<file path="config.mk">
export PLATFORM = sky130hd
export DESIGN_NAME = instruction_fetch_unit_flat
export DESIGN_NICKNAME = d
export VERILOG_FILES = /design/src/rtl/instruction_fetch_unit_pkg.sv /design/src/rtl/instruction_fetch_unit_if.sv /design/src/rtl/instruction_fetch_unit_fetch_byte_assembler.sv /design/src/rtl/instruction_fetch_unit.sv /design/src/flat_wrapper.sv
export SDC_FILE = /design/constraint.sdc
export NUM_CORES = 1
export LEC_CHECK = 0
export CAP_MARGIN = 20
export CORE_AREA = 5 5 112 114
export CTS_CLUSTER_DIAMETER = 30
export DETAILED_ROUTE_END_ITERATION = 8
export DIE_AREA = 0 0 117 119
export PLACE_DENSITY_LB_ADDON = 0.1
export SLEW_MARGIN = 25
export SYNTH_ARGS = -nofsm -noshare
export SYNTH_HDL_FRONTEND = slang
export SYNTH_SLANG_ARGS = --single-unit
</file>
<file path="constraint.sdc">
create_clock -name clk -period 2.9 [get_ports clk]
set_input_delay 0.29 -clock clk [delete_from_list [all_inputs] [get_ports clk]]
set_output_delay 0.29 -clock clk [all_outputs]
set_load 0.02 [all_outputs]
</file>
<file path="src/rtl/instruction_fetch_unit_pkg.sv">
// Shared types and constants for the instruction fetch unit.
// FSM encoding, byte counter sizing and default reset PC.
package ifu_pkg;

   typedef enum logic {
      FETCH = 1'b0,
      HOLD  = 1'b1
   } ifu_state_e;

   localparam int INST_BYTES = 4;
   localparam int BYTE_CNT_W = 3;

   localparam logic [BYTE_CNT_W-1:0] LAST_CNT =
      BYTE_CNT_W'(INST_BYTES);

   localparam logic [31:0] DEF_RESET_PC = 32'h0000_0000;

endpackage

</file>
<file path="src/rtl/instruction_fetch_unit_if.sv">
// Memory byte port, IF/ID handshake and redirect bundle.
// master = fetch unit side, slave = memory / pipeline side.
interface instruction_fetch_unit_if #(
   parameter int LEN = 32
);
   import ifu_pkg::*;

   logic [7:0]     mem_din;
   logic [LEN-1:0] mem_a;
   logic           mem_rd_en;
   logic           stall;
   logic           redirect_valid;
   logic [LEN-1:0] redirect_pc;
   logic           o_valid;
   logic [31:0]    o_inst;
   logic [LEN-1:0] o_c_pc;
   logic [LEN-1:0] o_n_pc;

   modport master (
      input  mem_din,
      input  stall,
      input  redirect_valid,
      input  redirect_pc,
      output mem_a,
      output mem_rd_en,
      output o_valid,
      output o_inst,
      output o_c_pc,
      output o_n_pc
   );

   modport slave (
      output mem_din,
      output stall,
      output redirect_valid,
      output redirect_pc,
      input  mem_a,
      input  mem_rd_en,
      input  o_valid,
      input  o_inst,
      input  o_c_pc,
      input  o_n_pc
   );

endinterface

</file>
<file path="src/rtl/instruction_fetch_unit_fetch_byte_assembler.sv">
// Little-endian byte insert buffer: count k (1..4) writes
// the byte returned for address pc+k-1 into lane k-1.
module fetch_byte_assembler
   import ifu_pkg::*;
(
   input  logic                  clk,
   input  logic                  rst,
   input  logic [BYTE_CNT_W-1:0] byte_cnt,
   input  logic [7:0]            mem_din,
   input  logic                  clear,
   input  logic                  en,
   output logic [8*INST_BYTES-1:0] inst
);

   logic [1:0] lane;
   logic       wr;

   always_comb begin
      lane = 2'(byte_cnt - BYTE_CNT_W'(1));
      wr   = en && (byte_cnt != '0) &&
             (byte_cnt <= LAST_CNT);
   end

   always_ff @(posedge clk or negedge rst) begin
      if (!rst) begin
         inst <= '0;
      end else if (clear) begin
         inst <= '0;
      end else if (wr) begin
         inst[{lane, 3'b000} +: 8] <= mem_din;
      end
   end

endmodule

</file>
<file path="src/rtl/instruction_fetch_unit.sv">
// IF stage: owns fetch PC, assembles 4 bytes per instruction.
// Optional perf counters: define IFU_PERF_CNT_EN.
module instruction_fetch_unit
   import ifu_pkg::*;
#(
   parameter int             LEN      = 32,
   parameter logic [LEN-1:0] RESET_PC = LEN'(DEF_RESET_PC)
) (
   input  logic clk,
   input  logic rst,
   input  logic rdy_in,
   instruction_fetch_unit_if.master bus
`ifdef IFU_PERF_CNT_EN
   ,
   output logic [31:0] o_fetch_cnt,
   output logic [31:0] o_flush_cnt
`endif
);

   ifu_state_e            state_q;
   ifu_state_e            state_d;
   logic [LEN-1:0]        pc_q;
   logic [LEN-1:0]        pc_d;
   logic [BYTE_CNT_W-1:0] cnt_q;
   logic [BYTE_CNT_W-1:0] cnt_d;
   logic                  clear;
   logic                  en;
   logic                  consume;
   logic [31:0]           inst_buf;

   always_ff @(posedge clk or negedge rst) begin
      if (!rst) begin
         state_q <= FETCH;
         pc_q    <= RESET_PC;
         cnt_q   <= '0;
      end else begin
         state_q <= state_d;
         pc_q    <= pc_d;
         cnt_q   <= cnt_d;
      end
   end

   // Redirect wins over stall and over HOLD consumption.
   always_comb begin
      state_d = state_q;
      pc_d    = pc_q;
      cnt_d   = cnt_q;
      clear   = 1'b0;
      en      = 1'b0;
      consume = 1'b0;
      if (rdy_in) begin
         if (bus.redirect_valid) begin
            pc_d    = bus.redirect_pc;
            cnt_d   = '0;
            state_d = FETCH;
            clear   = 1'b1;
         end else begin
            unique case (state_q)
               FETCH: begin
                  en = 1'b1;
                  if (cnt_q == LAST_CNT) begin
                     state_d = HOLD;
                  end else begin
                     cnt_d = cnt_q + BYTE_CNT_W'(1);
                  end
               end
               HOLD: begin
                  if (!bus.stall) begin
                     consume = 1'b1;
                     pc_d    = pc_q + LEN'(INST_BYTES);
                     cnt_d   = '0;
                     state_d = FETCH;
                  end
               end
               default: state_d = FETCH;
            endcase
         end
      end
   end

   fetch_byte_assembler u_asm (
      .clk      (clk),
      .rst      (rst),
      .byte_cnt (cnt_q),
      .mem_din  (bus.mem_din),
      .clear    (clear),
      .en       (en),
      .inst     (inst_buf)
   );

   // rst gates the request so nothing is issued while held in reset.
   always_comb begin
      bus.mem_a     = pc_q + LEN'(cnt_q);
      bus.mem_rd_en = rst && rdy_in &&
                      (state_q == FETCH) &&
                      (cnt_q < LAST_CNT);
      bus.o_valid   = (state_q == HOLD);
      bus.o_inst    = inst_buf;
      bus.o_c_pc    = pc_q;
      bus.o_n_pc    = pc_q + LEN'(INST_BYTES);
   end

`ifdef IFU_PERF_CNT_EN
   always_ff @(posedge clk or negedge rst) begin
      if (!rst) begin
         o_fetch_cnt <= '0;
         o_flush_cnt <= '0;
      end else begin
         if (consume) begin
            o_fetch_cnt <= o_fetch_cnt + 32'd1;
         end
         if (rdy_in && bus.redirect_valid) begin
            o_flush_cnt <= o_flush_cnt + 32'd1;
         end
      end
   end
`else
   logic unused_consume;
   assign unused_consume = consume;
`endif

endmodule

</file>
<file path="src/flat_wrapper.sv">
// flat-port wrapper written by rule: the top's interface ports become plain ports
module instruction_fetch_unit_flat import ifu_pkg::*;
#(
   parameter int             LEN      = 32,
   parameter logic [LEN-1:0] RESET_PC = LEN'(DEF_RESET_PC)
)
  (clk, rst, rdy_in, bus_mem_din, bus_stall, bus_redirect_valid, bus_redirect_pc, bus_mem_a, bus_mem_rd_en, bus_o_valid, bus_o_inst, bus_o_c_pc, bus_o_n_pc);
  instruction_fetch_unit_if #(.LEN(LEN)) bus_i ();
  input  logic clk;
  input  logic rst;
  input  logic rdy_in;
  input wire logic [$bits(bus_i.mem_din)-1:0] bus_mem_din;
  input wire logic [$bits(bus_i.stall)-1:0] bus_stall;
  input wire logic [$bits(bus_i.redirect_valid)-1:0] bus_redirect_valid;
  input wire logic [$bits(bus_i.redirect_pc)-1:0] bus_redirect_pc;
  output wire logic [$bits(bus_i.mem_a)-1:0] bus_mem_a;
  output wire logic [$bits(bus_i.mem_rd_en)-1:0] bus_mem_rd_en;
  output wire logic [$bits(bus_i.o_valid)-1:0] bus_o_valid;
  output wire logic [$bits(bus_i.o_inst)-1:0] bus_o_inst;
  output wire logic [$bits(bus_i.o_c_pc)-1:0] bus_o_c_pc;
  output wire logic [$bits(bus_i.o_n_pc)-1:0] bus_o_n_pc;
  assign bus_i.mem_din = bus_mem_din;
  assign bus_i.stall = bus_stall;
  assign bus_i.redirect_valid = bus_redirect_valid;
  assign bus_i.redirect_pc = bus_redirect_pc;
  assign bus_mem_a = bus_i.mem_a;
  assign bus_mem_rd_en = bus_i.mem_rd_en;
  assign bus_o_valid = bus_i.o_valid;
  assign bus_o_inst = bus_i.o_inst;
  assign bus_o_c_pc = bus_i.o_c_pc;
  assign bus_o_n_pc = bus_i.o_n_pc;
  instruction_fetch_unit #(.LEN(LEN), .RESET_PC(RESET_PC)) u_core (.clk(clk), .rst(rst), .rdy_in(rdy_in), .bus(bus_i));
endmodule
</file>
==> metrics.txt <==
CTS Buf Count 9; multi-input logic area 3060 µm²; slowest stage delay, CP 630 ps; crit-path max FO 10; area leader, netlist dfrtp_1; Yosys Warn Count 0; largest net degree at the start of global routing 69; global-route wire length before repair 26900 µm; Worst-path clk slew 60 ps; H-tree depth 3; crit-path cells buf_4, nand4_1, nor4_4, buf_4, nand2_1, xnor2_1, clkdlybuf4s50_1; # rows 39; Synth Area in Adders 0.0287; CP bufs+invs 3; Antenna diodes 0; dpl ws -19.1 ps; CP max stage cell clkdlybuf4s50_1; Pleak 0.00338 µW; most common cell in the netlist dfrtp_1; Crit Path Class flip-flop to primary output; post-synthesis sequential area ratio 0.337; wire per inst 18.8 µm; Area Overhead vs Synth 49.0%; Rel. slew slack 0.395; GRT busiest layer met2; root buf cell clkbuf_16; IO Port Bufs 174; Distinct cells, synth 58; synthesized area per cell 8.78 µm²; Die Ht 119 µm; DRC 0; CP dominant cell by count buf_4; ys async rst share 1.00; #FFs+latches synth 68; post-synth top area share 0.337; simple-gate area share of the yosys netlist 0.248; initial antenna violation count 0; CTS Buffer Depth 2; Crit path max-delay family buffers and inverters; wirelength, routed 17100 µm; final worst-path cycle share 0.964; global routing usage on met1 0.290; fin crit period 2790 ps; # fillers 958; Post-Synth XOR/XNOR Area 0.102; RSZ-0062 raised after global routing false; pwr dens 551 nW/µm²; Worst Skew 7.73 ps; Tot Pwr 4150 µW; maxcap violations 0; Worst setup EP type primary output; Tightest Pin Transition 908 ps; Mapped Area 5050 µm²; GRT met3 Usage 0.0745; grt met2 use 0.407; 1st-iter DRT viols 339; die area 13900 µm²; total congestion overflow 0; top post-synthesis cells by count 68 x dfrtp_1, 53 x nor2_1, 45 x nand2_1, 40 x xnor2_1, 29 x nand3_1; core footprint 11300 µm²; CP required 2610 ps; CTS tree built; via count 5064; peak supply drop 0.000407 V; Cells after Synth 576; detailed-placement wirelength estimate 12400 µm; Post-CTS Hold Buffers 0; Final Wtd Congestion 0.885; Antenna Nets Post-Route 0; Startpoint Class flip-flop; Total Nets Final 820; run status finished clean; Via density 5.56; I/O pins 175; vias in the first global route 5217; PnR worst setup slack 105 ps; Final Hold Vio Count 0; Die Span X 117 µm; Clock Sinks 68; final setup fails 0; mux share of post-synthesis cell area 0.0777; worst endpoint data arrival time 2500 ps; setup TNS 0 ps; GRT Total Usage 0.241; Slew Limit Fails 0; worst min path class input pin to asynchronous set/reset pin; Synth Area in Compound Gates 0.129; FMAX 358 MHz; Skew-Pair Late Insertion Delay 330 ps; post-layout util 0.665; share of layout cells above drive strength 1 0.169; First-pass DRT Iterations 5; effective utilization at floorplan 0.447; register area 1700 µm²; Synth area leaders dfrtp_1 34%, xnor2_1 6.9%, mux2_2 5.8%; synthesized net count 632; combinational family with the most area after synthesis simple AND/OR/NAND/NOR gates; Post-synth EDFFs 0; prevailing post-synth register cell dfrtp_1
==> layout make-up <==
class	instances	share of cell area
Clock inverter	5	0.00698
Inverter	29	0.0145
Clock buffer	10	0.0317
Sequential cell	68	0.226
Tap cell	143	0.0238
Multi-Input combinational cell	427	0.407
Timing Repair Buffer	229	0.290
==> through the flow <==
stage / hold WS [ps] / std cells / area [µm²]
2_1_floorplan: -5.59 / 576 / 5050
3_3_place_gp: 488 / 885 / 7020
3_5_place_dp: 494 / 885 / 7030
4_1_cts: 275 / 901 / 7370
5_1_grt: 327 / 911 / 7530
6_report: 248 / 911 / 7530
==> layout by cell type (no fill, tap or decap), drive strengths merged, types with 2 or more instances in the layout <==
master,n
clkdlybuf4s50,133
dfrtp,68
buf,57
nor2,54
nand2,46
xnor2,40
nand3,32
inv,28
mux2,26
a21oi,21
dlymetal6s2s,21
nand4,21
o21ai,20
xor2,19
dlygate4sd2,18
and3,15
nor4,15
nor3,13
a211o,11
o211ai,10
mux2i,10
ha,10
clkbuf,10
nand2b,9
o2bb2ai,8
o21a,6
a31oi,6
a22oi,6
nor3b,6
or3,5
clkinv,4
a21o,2
nor2b,2
a2bb2oi,2
==> layer usage <==
| layer | up-vias | share of wire |
|---|---|---|
| met5 | - | 0 |
| met4 | 0 | 0.020 |
| met3 | 21 | 0.087 |
| met2 | 198 | 0.50 |
| met1 | 2462 | 0.39 |
| li1 | 2383 | - |
==> worst paths after layout <==
path / startpoint / endpoint / slack, ps / depth (start not counted)
worst max-delay path: u_core.bus.o_c_pc[6]$_DFFE_PN0P_ / bus_o_n_pc[23] / 110 / 7
min in group clk: bus_redirect_valid / u_core.bus.o_c_pc[7]$_DFFE_PN0P_ / 500 / 3
max in group asynchronous: rst / u_core.bus.o_c_pc[14]$_DFFE_PN0P_ / 2020 / 2
worst min-delay path: rst / u_core.bus.o_c_pc[6]$_DFFE_PN0P_ / 250 / 2
worst min register to register: u_core.u_asm.inst[26]$_DFFE_PN0P_ / u_core.u_asm.inst[26]$_DFFE_PN0P_ / 500 / 1
worst max register to register: u_core.cnt_q[0]$_DFFE_PN0P_ / u_core.u_asm.inst[8]$_DFFE_PN0P_ / 730 / 7
==> cell families after synthesis <==
logic type	count (synthesis)
xor+xnor	59
flops	68
fa+ha+maj	11
compound gates	97
buf+inv	82
mux	36
simple gates	223
==> flip-flops by register name (all words and copies together) (netlist names) <==
signal / count
u_core.cnt_q: 3
u_core.bus.o_c_pc: 32
u_core.u_asm.inst: 32
u_core.bus.o_valid: 1
==> where the power goes <==
part,leakage (µW),total [µW],switching [µW],internal (µW)
Clock,0.000144,1100,422,680
Sequential,0.000861,1220,156,1060
Combinational,0.00237,1830,996,838
Total,0.00338,4150,1570,2580
==> timing repair <==
item,in CTS,in global routing
endpoints found under the setup margin,33,24
resized for setup,29,26
cloned,0,1
pin swaps,1,8
buffers inserted,1,9
Note: power is estimated with default switching activity, not from simulation.
